File: config.mk
export PLATFORM = sky130hd
export DESIGN_NAME = hamsi_host_driver
export DESIGN_NICKNAME = d
export VERILOG_FILES = /design/src/rtl/hamsi_host_driver.sv
export SDC_FILE = /design/constraint.sdc
export NUM_CORES = 1
export LEC_CHECK = 0
export BUFFER_PORTS_ARGS = -buffer_cell sky130_fd_sc_hd__buf_2
export CAP_MARGIN = 15
export CORE_MARGIN = 4
export CORE_UTILIZATION = 48
export DETAILED_ROUTE_END_ITERATION = 8
export GPL_ROUTABILITY_DRIVEN = 0
export GPL_TIMING_DRIVEN = 0
export PLACE_DENSITY_LB_ADDON = 0.2
export REMOVE_ABC_BUFFERS = 1
export SYNTH_ARGS = -nofsm -noshare
export SYNTH_HDL_FRONTEND = slang
export SYNTH_SLANG_ARGS = --single-unit
File: constraint.sdc
create_clock -name clk -period 2.5 [get_ports clk]
set_clock_uncertainty 0.15 [all_clocks]
set_input_delay 0.25 -clock clk [delete_from_list [all_inputs] [get_ports clk]]
set_output_delay 0.25 -clock clk [all_outputs]
set_load 0.02 [all_outputs]
File: src/rtl/hamsi_host_driver.sv
// hamsi_host_driver: host-side initiator for the Hamsi core interface.
// Streams 32-bit words as halfword loads, finalises, fetches the digest.
module hamsi_host_driver #(
    parameter int ACK_TIMEOUT = 64,
    parameter int CNT_W       = 16
) (
    input  logic             clk,
    input  logic             rst_n,
    input  logic             start,
    input  logic             msg_valid,
    input  logic [31:0]      msg_data,
    input  logic             msg_last,
    output logic             msg_ready,
    output logic             init,
    output logic             load,
    output logic             fetch,
    output logic [15:0]      idata,
    output logic             EOM,
    input  logic             ack,
    input  logic [15:0]      odata,
    input  logic             busy,
    output logic [255:0]     digest,
    output logic             digest_valid,
    output logic [CNT_W-1:0] words_sent,
    output logic             err
);
    localparam int TW = $clog2(ACK_TIMEOUT + 1);

    typedef enum logic [3:0] {
        S_IDLE, S_INIT, S_WAIT_BUSY0, S_WORD,
        S_LOAD_HI, S_ACK_HI, S_GAP_HI,
        S_LOAD_LO, S_ACK_LO, S_GAP_LO,
        S_FINAL, S_FETCH, S_FACK, S_FWAIT,
        S_DONE, S_ERR
    } state_t;

    state_t state_q, state_d;
    logic [31:0] word_q, word_d;
    logic last_q, last_d;
    logic phase_q, phase_d;
    logic [3:0] hw_q, hw_d;
    logic [TW-1:0] wait_q, wait_d;
    logic [15:0] idata_q, idata_d;
    logic [255:0] digest_q, digest_d;
    logic [CNT_W-1:0] words_sent_q, words_sent_d;
    logic msg_ready_q, msg_ready_d;
    logic init_q, init_d;
    logic load_q, load_d;
    logic fetch_q, fetch_d;
    logic eom_q, eom_d;
    logic dv_q, dv_d;
    logic err_q, err_d;
    logic timeout;

    assign timeout = (wait_q == TW'(ACK_TIMEOUT - 1));

    // Next-state, datapath updates and registered-output decode
    always_comb begin
        state_d      = state_q;
        word_d       = word_q;
        last_d       = last_q;
        phase_d      = phase_q;
        hw_d         = hw_q;
        wait_d       = wait_q;
        idata_d      = idata_q;
        digest_d     = digest_q;
        words_sent_d = words_sent_q;
        case (state_q)
            S_IDLE, S_DONE, S_ERR: begin
                if (start) begin
                    state_d      = S_INIT;
                    words_sent_d = '0;
                end
            end
            S_INIT: state_d = S_WAIT_BUSY0;
            S_WAIT_BUSY0: begin
                if (!busy) state_d = S_WORD;
            end
            S_WORD: begin
                if (msg_valid) begin
                    word_d       = msg_data;
                    last_d       = msg_last;
                    words_sent_d = words_sent_q + 1'b1;
                    idata_d      = msg_data[31:16];
                    state_d      = S_LOAD_HI;
                end
            end
            S_LOAD_HI: begin
                wait_d  = '0;
                state_d = S_ACK_HI;
            end
            S_ACK_HI: begin
                if (ack) state_d = S_GAP_HI;
                else if (timeout) state_d = S_ERR;
                else wait_d = wait_q + TW'(1);
            end
            S_GAP_HI: begin
                if (!busy) begin
                    idata_d = word_q[15:0];
                    state_d = S_LOAD_LO;
                end
            end
            S_LOAD_LO: begin
                wait_d  = '0;
                state_d = S_ACK_LO;
            end
            S_ACK_LO: begin
                if (ack) state_d = S_GAP_LO;
                else if (timeout) state_d = S_ERR;
                else wait_d = wait_q + TW'(1);
            end
            S_GAP_LO: begin
                if (!busy) begin
                    if (last_q) begin
                        wait_d  = '0;
                        phase_d = 1'b0;
                        state_d = S_FINAL;
                    end else begin
                        state_d = S_WORD;
                    end
                end
            end
            S_FINAL: begin
                if (!phase_q) begin
                    if (busy) phase_d = 1'b1;
                    else if (timeout) state_d = S_ERR;
                    else wait_d = wait_q + TW'(1);
                end else if (!busy) begin
                    hw_d    = '0;
                    state_d = S_FETCH;
                end
            end
            S_FETCH: begin
                wait_d  = '0;
                state_d = S_FACK;
            end
            S_FACK: begin
                if (ack) begin
                    digest_d = {digest_q[239:0], odata};
                    hw_d     = hw_q + 4'd1;
                    state_d  = (hw_q == 4'd15) ? S_DONE : S_FWAIT;
                end else if (timeout) begin
                    state_d = S_ERR;
                end else begin
                    wait_d = wait_q + TW'(1);
                end
            end
            S_FWAIT: begin
                if (!busy && !ack) state_d = S_FETCH;
            end
            default: state_d = S_IDLE;
        endcase
        if (state_d == S_ERR) idata_d = '0;
        msg_ready_d = (state_d == S_WORD);
        init_d      = (state_d == S_INIT);
        load_d      = (state_d == S_LOAD_HI) || (state_d == S_LOAD_LO);
        fetch_d     = (state_d == S_FETCH);
        eom_d       = (state_d == S_FINAL);
        dv_d        = (state_d == S_DONE);
        err_d       = (state_d == S_ERR);
    end

    // State and output registers
    always_ff @(posedge clk or negedge rst_n) begin
        if (!rst_n) begin
            state_q      <= S_IDLE;
            word_q       <= '0;
            last_q       <= 1'b0;
            phase_q      <= 1'b0;
            hw_q         <= '0;
            wait_q       <= '0;
            idata_q      <= '0;
            digest_q     <= '0;
            words_sent_q <= '0;
            msg_ready_q  <= 1'b0;
            init_q       <= 1'b0;
            load_q       <= 1'b0;
            fetch_q      <= 1'b0;
            eom_q        <= 1'b0;
            dv_q         <= 1'b0;
            err_q        <= 1'b0;
        end else begin
            state_q      <= state_d;
            word_q       <= word_d;
            last_q       <= last_d;
            phase_q      <= phase_d;
            hw_q         <= hw_d;
            wait_q       <= wait_d;
            idata_q      <= idata_d;
            digest_q     <= digest_d;
            words_sent_q <= words_sent_d;
            msg_ready_q  <= msg_ready_d;
            init_q       <= init_d;
            load_q       <= load_d;
            fetch_q      <= fetch_d;
            eom_q        <= eom_d;
            dv_q         <= dv_d;
            err_q        <= err_d;
        end
    end

    assign msg_ready    = msg_ready_q;
    assign init         = init_q;
    assign load         = load_q;
    assign fetch        = fetch_q;
    assign idata        = idata_q;
    assign EOM          = eom_q;
    assign digest       = digest_q;
    assign digest_valid = dv_q;
    assign words_sent   = words_sent_q;
    assign err          = err_q;
endmodule

==> results.md, run 1 <==
- Core ar.: 0.0270 mm^2
- Max cap viols: 0
- F_max: 385 MHz
- RSZ-0062 raised after global routing: yes
- CTS Buf Count: 37
- Mapped Cells: 1428
- CP arrival: 2880 ps
- DRC viols: 0
- Multi-input logic area: 0.00492 mm^2
- Failing checks: setup timing
- Die X: 174 um
- Hold WC Path Type: input pin to register
- Largest net degree at the start of global routing: 100
- Antenna fix cells: 0
- WP data required: 2780 ps
- Final Non-Filler Cells: 2224
- Top cells by count, synth: nand2_1 (791), dfrtp_1 (328), clkbuf_1 (55)
- Antenna viol nets, final: 0
- Setup Viol. Count Final: 32
- Hold_ws: 73.7 ps
- Reg area: 0.00822 mm^2
- Power Total: 17.4 mW
- Switching power total: 5.91 mW
- Area share of the leading cell type in the synthesized netlist: 62.0%
- Post-synth EDFFs: 0
- Dominant cell by count in the synthesized netlist: nand2_1
- CP endpoint kind: register
- Sw frac: 34.0%
- Post-route clock period utilization: 104%
- Fillers: 2178
- Synthesized cell area: 0.0132 mm^2
- Met2 Resource Use GR: 37.7%
- GR Util All Layers: 22.6%
- Logic pwr share: 30.7%
- Final wirelength: 35600 um
- Placed insts: 2080
- GR peak layer: met2
- Cell variety after synth: 60
- TNS Setup: -1980 ps
- Area delta synth->final: 35.0%
- Via density: 4.96
- Max IR drop VDD: 0.000786 V
- PwrDens: 971 mW/mm^2
- Endpoints failing hold: 0
- Drt pass-1 iters: 6
- Die area: 0.0303 mm^2
- Avg Inst Size Synth: 9.27 um^2
- Port-buffer cells: 349
- WS Path Type: register to register
- Post-layout net count: 1917
- Post-synthesis async set-or-reset flop share: 100%
- DR WL/cell: 16.0 um
- Final Util: 66.1%
- Area contributors post-synth: dfrtp_1 (62%), nand2_1 (22%), clkbuf_1 (1.6%)
- Cell taking the most area after synthesis: dfrtp_1
- Reg-to-reg setup timing slack: -100 ps
- Period minus WS final: 2600 ps
- Clock sinks: 328
- Share of power burned in registers: 39.4%
- Startpoint types: register
- Root Driver: clkbuf_16
- Status: complete, but fails checks
- Clock network power share: 29.9%
- Synth warn: 0
- Final setup margin: -95.1 ps
- Clk buf depth: 3
- Clock slew at reported path FFs: 60 ps
- Starting Density: 49.0%
- Initial antenna violation count: 0
- First-pass GRT wire length: 56700 um
- Dpl hpwl: 23300 um
- Seq/Total Area, Yosys: 62.0%
- Synth Flop Type: dfrtp_1
- Post-DP Area: 0.0157 mm^2
- Critical-path maximum fanout: 8
- Later-pin clock latency in the skew report: 510 ps
- Met1 usage: 29.5%
- Htree depth: 2
- DRT iter0 DRCs: 694
- Vias in the first global route: 10600
- Site Rows: 60
- Met3 global-route usage: 6.42%
- Worst slew pin tran: 836 ps
- Routed vias: 11000
- Slew Viols, Final: 0
- CTS tree: built
- Gr ovfl total: 0
- Leakage: 10.3 nW
- #FFs+latches synth: 328
- Die Y: 174 um
- Layout cells sized above 1: 28.7%
- Dpl ws: -817 ps
- Fin area: 0.0179 mm^2
- Slew headroom: 44.1%
- Ports: 350
- Pint: 11.4 mW
## per-layer routing
layer  vias to the layer above  share of wire [%]
met2                       342                 49
met5                         -                  0
met3                        64                7.7
met1                      5246                 41
met4                         0                2.3
li1                       5374                  -
## power groups by stage
stage               clock, mW  sequential, mW  combinational (mW)
floorplan                   0            7.57                1.88
global placement            0            6.91                3.88
detailed placement          0            6.94                4.03
CTS                      5.33            6.83                4.71
global route             5.58            6.94                5.75
finish                   5.19            6.84                5.32
## timing repair
item	4_1_cts	5_1_grt
endpoints found under the hold margin	117	0
endpoints found under the setup margin	298	38
hold buffers	51	0
setup buffers	10	17
pin swaps	9	12
gates cloned	2	1
resized for setup	25	36
## cells in the final DEF, fill, tap and decap left out, drive strengths merged, types with 3 or more instances in the layout
cell type and instances:
nand2 791, clkbuf 59, o31ai 3, dfrtp 328
xnor2 4, nor4b 3, inv 12, and3 4
nor2 31, o2bb2ai 20, ha 3, or3 4
mux2i 17, o22ai 4, xor2 11, or2 5
nand2b 11, dlygate4sd3 51, nor3 5, a21oi 8
a31oi 3, nor2b 7, nand3 15, clkinv 3
buf 410, mux2 17, nand4 9, o21ai 18
## worst max-delay path: stages, from the launching register on
cell	delay, ps
dfrtp_4	500
buf_8	140
or4_4	490
o31ai_4	70
nor2_1	70
o22a_2	270
or2_4	260
nor4b_4	130
buf_4	170
clkbuf_16	170
nor2_2	100
## registers in the layout, indices dropped and copies added (netlist names)
signal / flops
EOM: 1
digest: 256
digest_valid: 1
err: 1
fetch: 1
hw_q: 4
idata: 16
init: 1
last_q: 1
load: 1
msg_ready: 1
phase_q: 1
state_q: 4
wait_q: 7
word_q: 16
words_sent: 16
## path summary, 6_finish.rpt
| check | from | depth (start not counted) | to |
|---|---|---|---|
| worst max-delay path | state_q[3]$_DFF_PN0_ | 10 | words_sent[6]$_DFFE_PN0P_ |
| max in group asynchronous | rst_n | 4 | digest[84]$_DFFE_PN0P_ |
| worst max register to register | state_q[3]$_DFF_PN0_ | 10 | words_sent[6]$_DFFE_PN0P_ |
| min in group asynchronous | rst_n | 2 | digest[253]$_DFFE_PN0P_ |
| worst min register to register | digest[241]$_DFFE_PN0P_ | 2 | digest[241]$_DFFE_PN0P_ |
| worst min-delay path | busy | 3 | phase_q$_DFFE_PN0P_ |
## final cells by class
cell class / count / area share, %
multi-input cells: 1018 / 27.5
repair buffers: 463 / 17.3
clock buffers: 57 / 6.17
clock inverters: 6 / 0.343
well taps: 341 / 2.39
inverters: 11 / 0.231
flip-flops and latches: 328 / 46.0
## cell families (layout without fill, tap and decap cells)
group | after synthesis | in the layout | synth area share (%)
muxes | 34 | 34 | 2.73
adders and majority gates | 3 | 3 | 0.283
xor gates and xnor gates | 15 | 15 | 0.992
and+or+nand+nor | 892 | 894 | 27.2
DFF | 328 | 328 | 62.0
buffers and inverters | 84 | 537 | 2.78
AOI/OAI and AO/OA | 72 | 72 | 4.04
Power figures use the tool's default switching activity.
==> run 2: changes to the inputs <==
- CORE_UTILIZATION: 48 -> 25
- GPL_TIMING_DRIVEN: 0 -> not set
==> run 2 against run 1 <==
Net effect:
- the run now ends clean
- sequential power is 1% lower
- final area grew 1.4%
- worst setup slack improved by 160 ps
- combinational power down 7.3%
- total power up 1.4%
- die area grew 87%
- register-to-register slack gained 160 ps
- largest cell class unchanged
- first-iteration DRC count shrank 11%
- sequential share of layout area decreased by 0.71 points
- critical path depth unchanged
==> results.md, run 2 (synthesized netlist as in run 1, its figures left out) <==
- Status: finished, final reports clean
- Largest net degree at the start of global routing: 183
- Commonest cells after routing, fill and taps aside: nand2_1 (790), buf_2 (348), dfrtp_1 (326)
- Placed insts: 2440
- Initial antenna violation count: 0
- WP data required: 2830 ps
- TNS Setup: 0 ps
- Period minus WS final: 2440 ps
- Antenna viol nets, final: 0
- Vias in the first global route: 10800
- Final wirelength: 38700 um
- CTS Buf Count: 40
- Antenna fix cells: 0
- Reg area: 0.00821 mm^2
- Hold WC Path Type: input pin to asynchronous set/reset pin
- Core ar.: 0.0526 mm^2
- Root Driver: clkbuf_16
- Via density: 4.20
- Later-pin clock latency in the skew report: 550 ps
- Fillers: 5440
- Endpoints failing hold: 0
- CP endpoint kind: register
- Post-layout net count: 1912
- Site Rows: 84
- CTS tree: built
- Largest register FFs: 256
- Setup Viol. Count Final: 0
- Reg-to-reg setup timing slack: 60 ps
- Clk buf depth: 3
- Clock sinks: 328
- PwrDens: 971 mW/mm^2
- Most common cell after layout, fill and taps aside: nand2_1
- Worst slew pin tran: 1110 ps
- F_max: 410 MHz
- Multi-input logic area: 0.00476 mm^2
- Gr ovfl total: 0
- Dpl hpwl: 25600 um
- CP arrival: 2760 ps
- Area delta synth->final: 36.9%
- WS Path Type: register to register
- Post-route clock period utilization: 97.4%
- GR Util All Layers: 13.4%
- Die Y: 238 um
- R2R Path Start: wait_q[1]$_DFFE_PN0P_
- Drt pass-1 iters: 5
- Startpoint types: register
- Hold_ws: 64.6 ps
- Layout cells sized above 1: 28.1%
- Critical-path maximum fanout: 8
- DRT iter0 DRCs: 619
- Die X: 238 um
- Clock slew at reported path FFs: 60 ps
- Leakage: 10.3 nW
- First-pass GRT wire length: 62300 um
- Port-buffer cells: 349
- Htree depth: 2
- Final Non-Filler Cells: 2571
- DRC viols: 0
- FF-to-FF path depth: 10
- Die area: 0.0567 mm^2
- Ports: 350
- Routed vias: 10800
- Starting Density: 25.2%
- Max cap viols: 0
- Slew Viols, Final: 0
- Reg2Reg Capture Point: words_sent[1]$_DFFE_PN0P_
- Slew headroom: 25.7%
- Max IR drop VDD: 0.000740 V
- Power Total: 17.6 mW
- DR WL/cell: 15.0 um
## run 2: routing by layer
layer	global-route usage (%)	share of wire [%]
met5	0	0
met4	3.39	2.0
met3	4.51	7.9
met2	20.9	46
met1	17.9	44
## run 2: layout make-up
| cell class | count | share of cell area, % |
|---|---|---|
| clock inverter | 11 | 0.808 |
| multi-input combinational | 1016 | 26.3 |
| timing repair buffer | 457 | 16.0 |
| tap | 688 | 4.75 |
| sequential | 328 | 45.3 |
| clock buffer | 60 | 6.61 |
| inverter | 11 | 0.228 |
## run 2: how the worst max path moves through the flow
stage | startpoint | to | slack [ps] | cells past startpoint
finish | wait_q[1]$_DFFE_PN0P_ | words_sent[1]$_DFFE_PN0P_ | 60 | 10
global route | state_q[3]$_DFF_PN0_ | words_sent[12]$_DFFE_PN0P_ | -20 | 10
detailed placement | state_q[1]$_DFF_PN0_ | words_sent[7]$_DFFE_PN0P_ | 30 | 9
floorplan | state_q[3]$_DFF_PN0_ | hw_q[3]$_DFFE_PN0P_ | -9630 | 5
global placement | state_q[0]$_DFF_PN0_ | words_sent[7]$_DFFE_PN0P_ | 40 | 8
CTS | state_q[1]$_DFF_PN0_ | words_sent[15]$_DFFE_PN0P_ | 10 | 9
## run 2: stage by stage
| stage | util, % | instance area, um^2 | setup slack (ps) |
|---|---|---|---|
| after detailed placement | 30.6 | 16100 | 28.0 |
| after global routing | 34.5 | 18100 | -22.5 |
| final | 34.5 | 18100 | 63.8 |
| after floorplan | - | 12900 | -9630 |
| after CTS | 34.2 | 17900 | 9.80 |
| after global placement | 30.6 | 16100 | 36.0 |
## run 2: report_power, final
| part | switching (mW) | leakage [nW] | internal, mW |
|---|---|---|---|
| logic | 2.92 | 5.13 | 2.02 |
| registers | 0.617 | 4.46 | 6.16 |
| clock network | 2.27 | 0.655 | 3.62 |
## run 2: worst max-delay path, cell delays in order, from the launching register on
cell	delay, ps
dfrtp_1	430
ha_4	190
and4_4	200
nand2b_4	60
nand2_1	60
a221o_2	430
or2_1	270
nor4b_4	140
buf_4	160
clkbuf_16	160
a21oi_1	110
## run 2: repair_timing
| action | 4_1_cts | 5_1_grt |
|---|---|---|
| setup buffers | 0 | 8 |
| hold endpoints to repair | 311 | 0 |
| resized for setup | 0 | 25 |
| setup endpoints to repair | 0 | 74 |
| hold buffers | 51 | 0 |
==> run 3: changes to the inputs <==
- CTS_BUF_LIST: not set -> sky130_fd_sc_hd__clkbuf_4 sky130_fd_sc_hd__clkbuf_8
==> run 3 against run 2 <==
Net effect:
- non-clock buffer count grew 2
- final area fell by 0.30%
- critical path type unchanged
- combinational power about the same
- highest routed layer unchanged
- fmax hardly changed
==> results.md, run 3 (synthesized netlist as in run 1, its figures left out) <==
- Critical-path maximum fanout: 8
- Slew headroom: 24.3%
- Switching power total: 5.81 mW
- Max cap viols: 0
- R2R Path Start: state_q[1]$_DFF_PN0_
- Final Util: 34.4%
- Clock sinks: 328
- Largest net degree at the start of global routing: 183
- Final wirelength: 39300 um
- CTS Buf Count: 60
- Sw frac: 33.8%
- Share of power burned in registers: 39.4%
- Commonest cells after routing, fill and taps aside: nand2_1 (791), buf_2 (348), dfrtp_1 (326)
- F_max: 410 MHz
- Leakage: 10.3 nW
- Post-layout net count: 1934
- Die X: 238 um
- Worst slew pin tran: 1140 ps
- DRC viols: 0
- Ports: 350
- Vias in the first global route: 11100
- Bufs and invs on worst path: 6
- Clock network power share: 31.8%
- Power Total: 17.2 mW
- Clk buf depth: 3
- Core ar.: 0.0526 mm^2
- Clock slew at reported path FFs: 60 ps
- WS Path Type: register to register
- CP endpoint kind: register
- Drt pass-1 iters: 5
- Antenna viol nets, final: 0
- Critical path's largest stage delay: 410 ps
- Slew Viols, Final: 0
- Critical-path top delay cell: a221o_2
- Dpl ws: 28.0 ps
- CP top delay family: buffers and inverters
- Htree depth: 2
- WP data required: 2910 ps
- CTS tree: built
- Dpl hpwl: 25600 um
- CP Launch Point: state_q[1]$_DFF_PN0_
- Starting Density: 25.2%
- Later-pin clock latency in the skew report: 640 ps
- Most common cell after layout, fill and taps aside: nand2_1
- GR Util All Layers: 13.6%
- Setup Viol. Count Final: 0
- Site Rows: 84
- Largest register FFs: 256
- Max IR drop VDD: 0.000500 V
- Logic pwr share: 28.8%
- Gr ovfl total: 0
- CP cell instances: buf_4 > buf_6 > inv_1 > buf_4 > o31ai_2 > a221o_2 > or2_4 > nor4b_4 > buf_4 > clkbuf_16 > a21oi_1
- CP dominant cell by count: buf_4
- Die Y: 238 um
- Area delta synth->final: 36.5%
- Period minus WS final: 2440 ps
- Initial antenna violation count: 1
- Hold WC Path Type: input pin to asynchronous set/reset pin
- DR WL/cell: 15.1 um
- Startpoint types: register
- Layout cells sized above 1: 29.7%
- First-pass GRT wire length: 63500 um
- Post-route clock period utilization: 97.5%
- Endpoints failing hold: 0
- Port-buffer cells: 349
- DRT iter0 DRCs: 630
- PwrDens: 950 mW/mm^2
- CP arrival: 2850 ps
- Final setup margin: 63.3 ps
- Routed vias: 11000
- Status: finished, final reports clean
- Final Non-Filler Cells: 2609
- Placed insts: 2440
- Via density: 4.20
- Root Driver: clkbuf_8
- Die area: 0.0567 mm^2
- Pint: 11.4 mW
[run 3: path summary, 6_finish.rpt]
kind | end | slack, ps | depth (start not counted)
max reg2reg | words_sent[1]$_DFFE_PN0P_ | 60 | 11
max in group asynchronous | digest[21]$_DFFE_PN0P_ | 1650 | 4
min | words_sent[7]$_DFFE_PN0P_ | 110 | 3
max | words_sent[1]$_DFFE_PN0P_ | 60 | 11
min in group clk | digest[205]$_DFFE_PN0P_ | 120 | 5
min reg2reg | digest[127]$_DFFE_PN0P_ | 320 | 2
[run 3: layout make-up]
cell class | count | area [um^2]
fillers | 5475 | 34500
clock buffers | 97 | 1190
repair buffers | 459 | 2930
flip-flops and latches | 328 | 8210
inverters | 11 | 41.3
clock inverters | 9 | 100
diodes | 1 | 2.50
multi-input cells | 1016 | 4740
well taps | 688 | 861
[run 3: per-stage QoR]
stage	cell area [um^2]	hold WS [ps]	TNS [ps]
global placement	16100	47.7	0
finish	18100	113	0
CTS	17900	1.92	0
global route	18100	58.1	-561
detailed placement	16100	49.4	0
floorplan	12900	-196	-2301890
[run 3: routing by layer]
| metal | wire (um) | vias up | GRT usage, % |
|---|---|---|---|
| li1 | - | 5405 | - |
| met1 | 17000 | 5206 | 17.9 |
| met2 | 18400 | 295 | 21.5 |
| met3 | 3020 | 63 | 4.57 |
| met4 | 857 | 0 | 3.71 |
| met5 | 0 | - | 0 |
[run 3: tightest hold or removal path: cells and delay by family]
kind,cells,cell delay (ps)
buf+inv,3,1010
[run 3: repair_timing]
action / 4_1_cts / 5_1_grt
hold endpoints to repair: 371 / 0
gates cloned: 0 / 1
hold buffers: 52 / 0
gates resized for setup: 1 / 16
setup buffers: 0 / 9
endpoints found under the setup margin: 1 / 34
pin swaps: 0 / 7
[run 3: power groups by stage]
stage | clock network (mW) | registers [mW] | logic [mW]
after floorplan | 0 | 7.57 | 1.88
after global placement | 0 | 6.83 | 4.55
after global routing | 5.98 | 6.90 | 5.41
after CTS | 5.73 | 6.76 | 4.73
after detailed placement | 0 | 6.84 | 4.63
final | 5.45 | 6.77 | 4.95
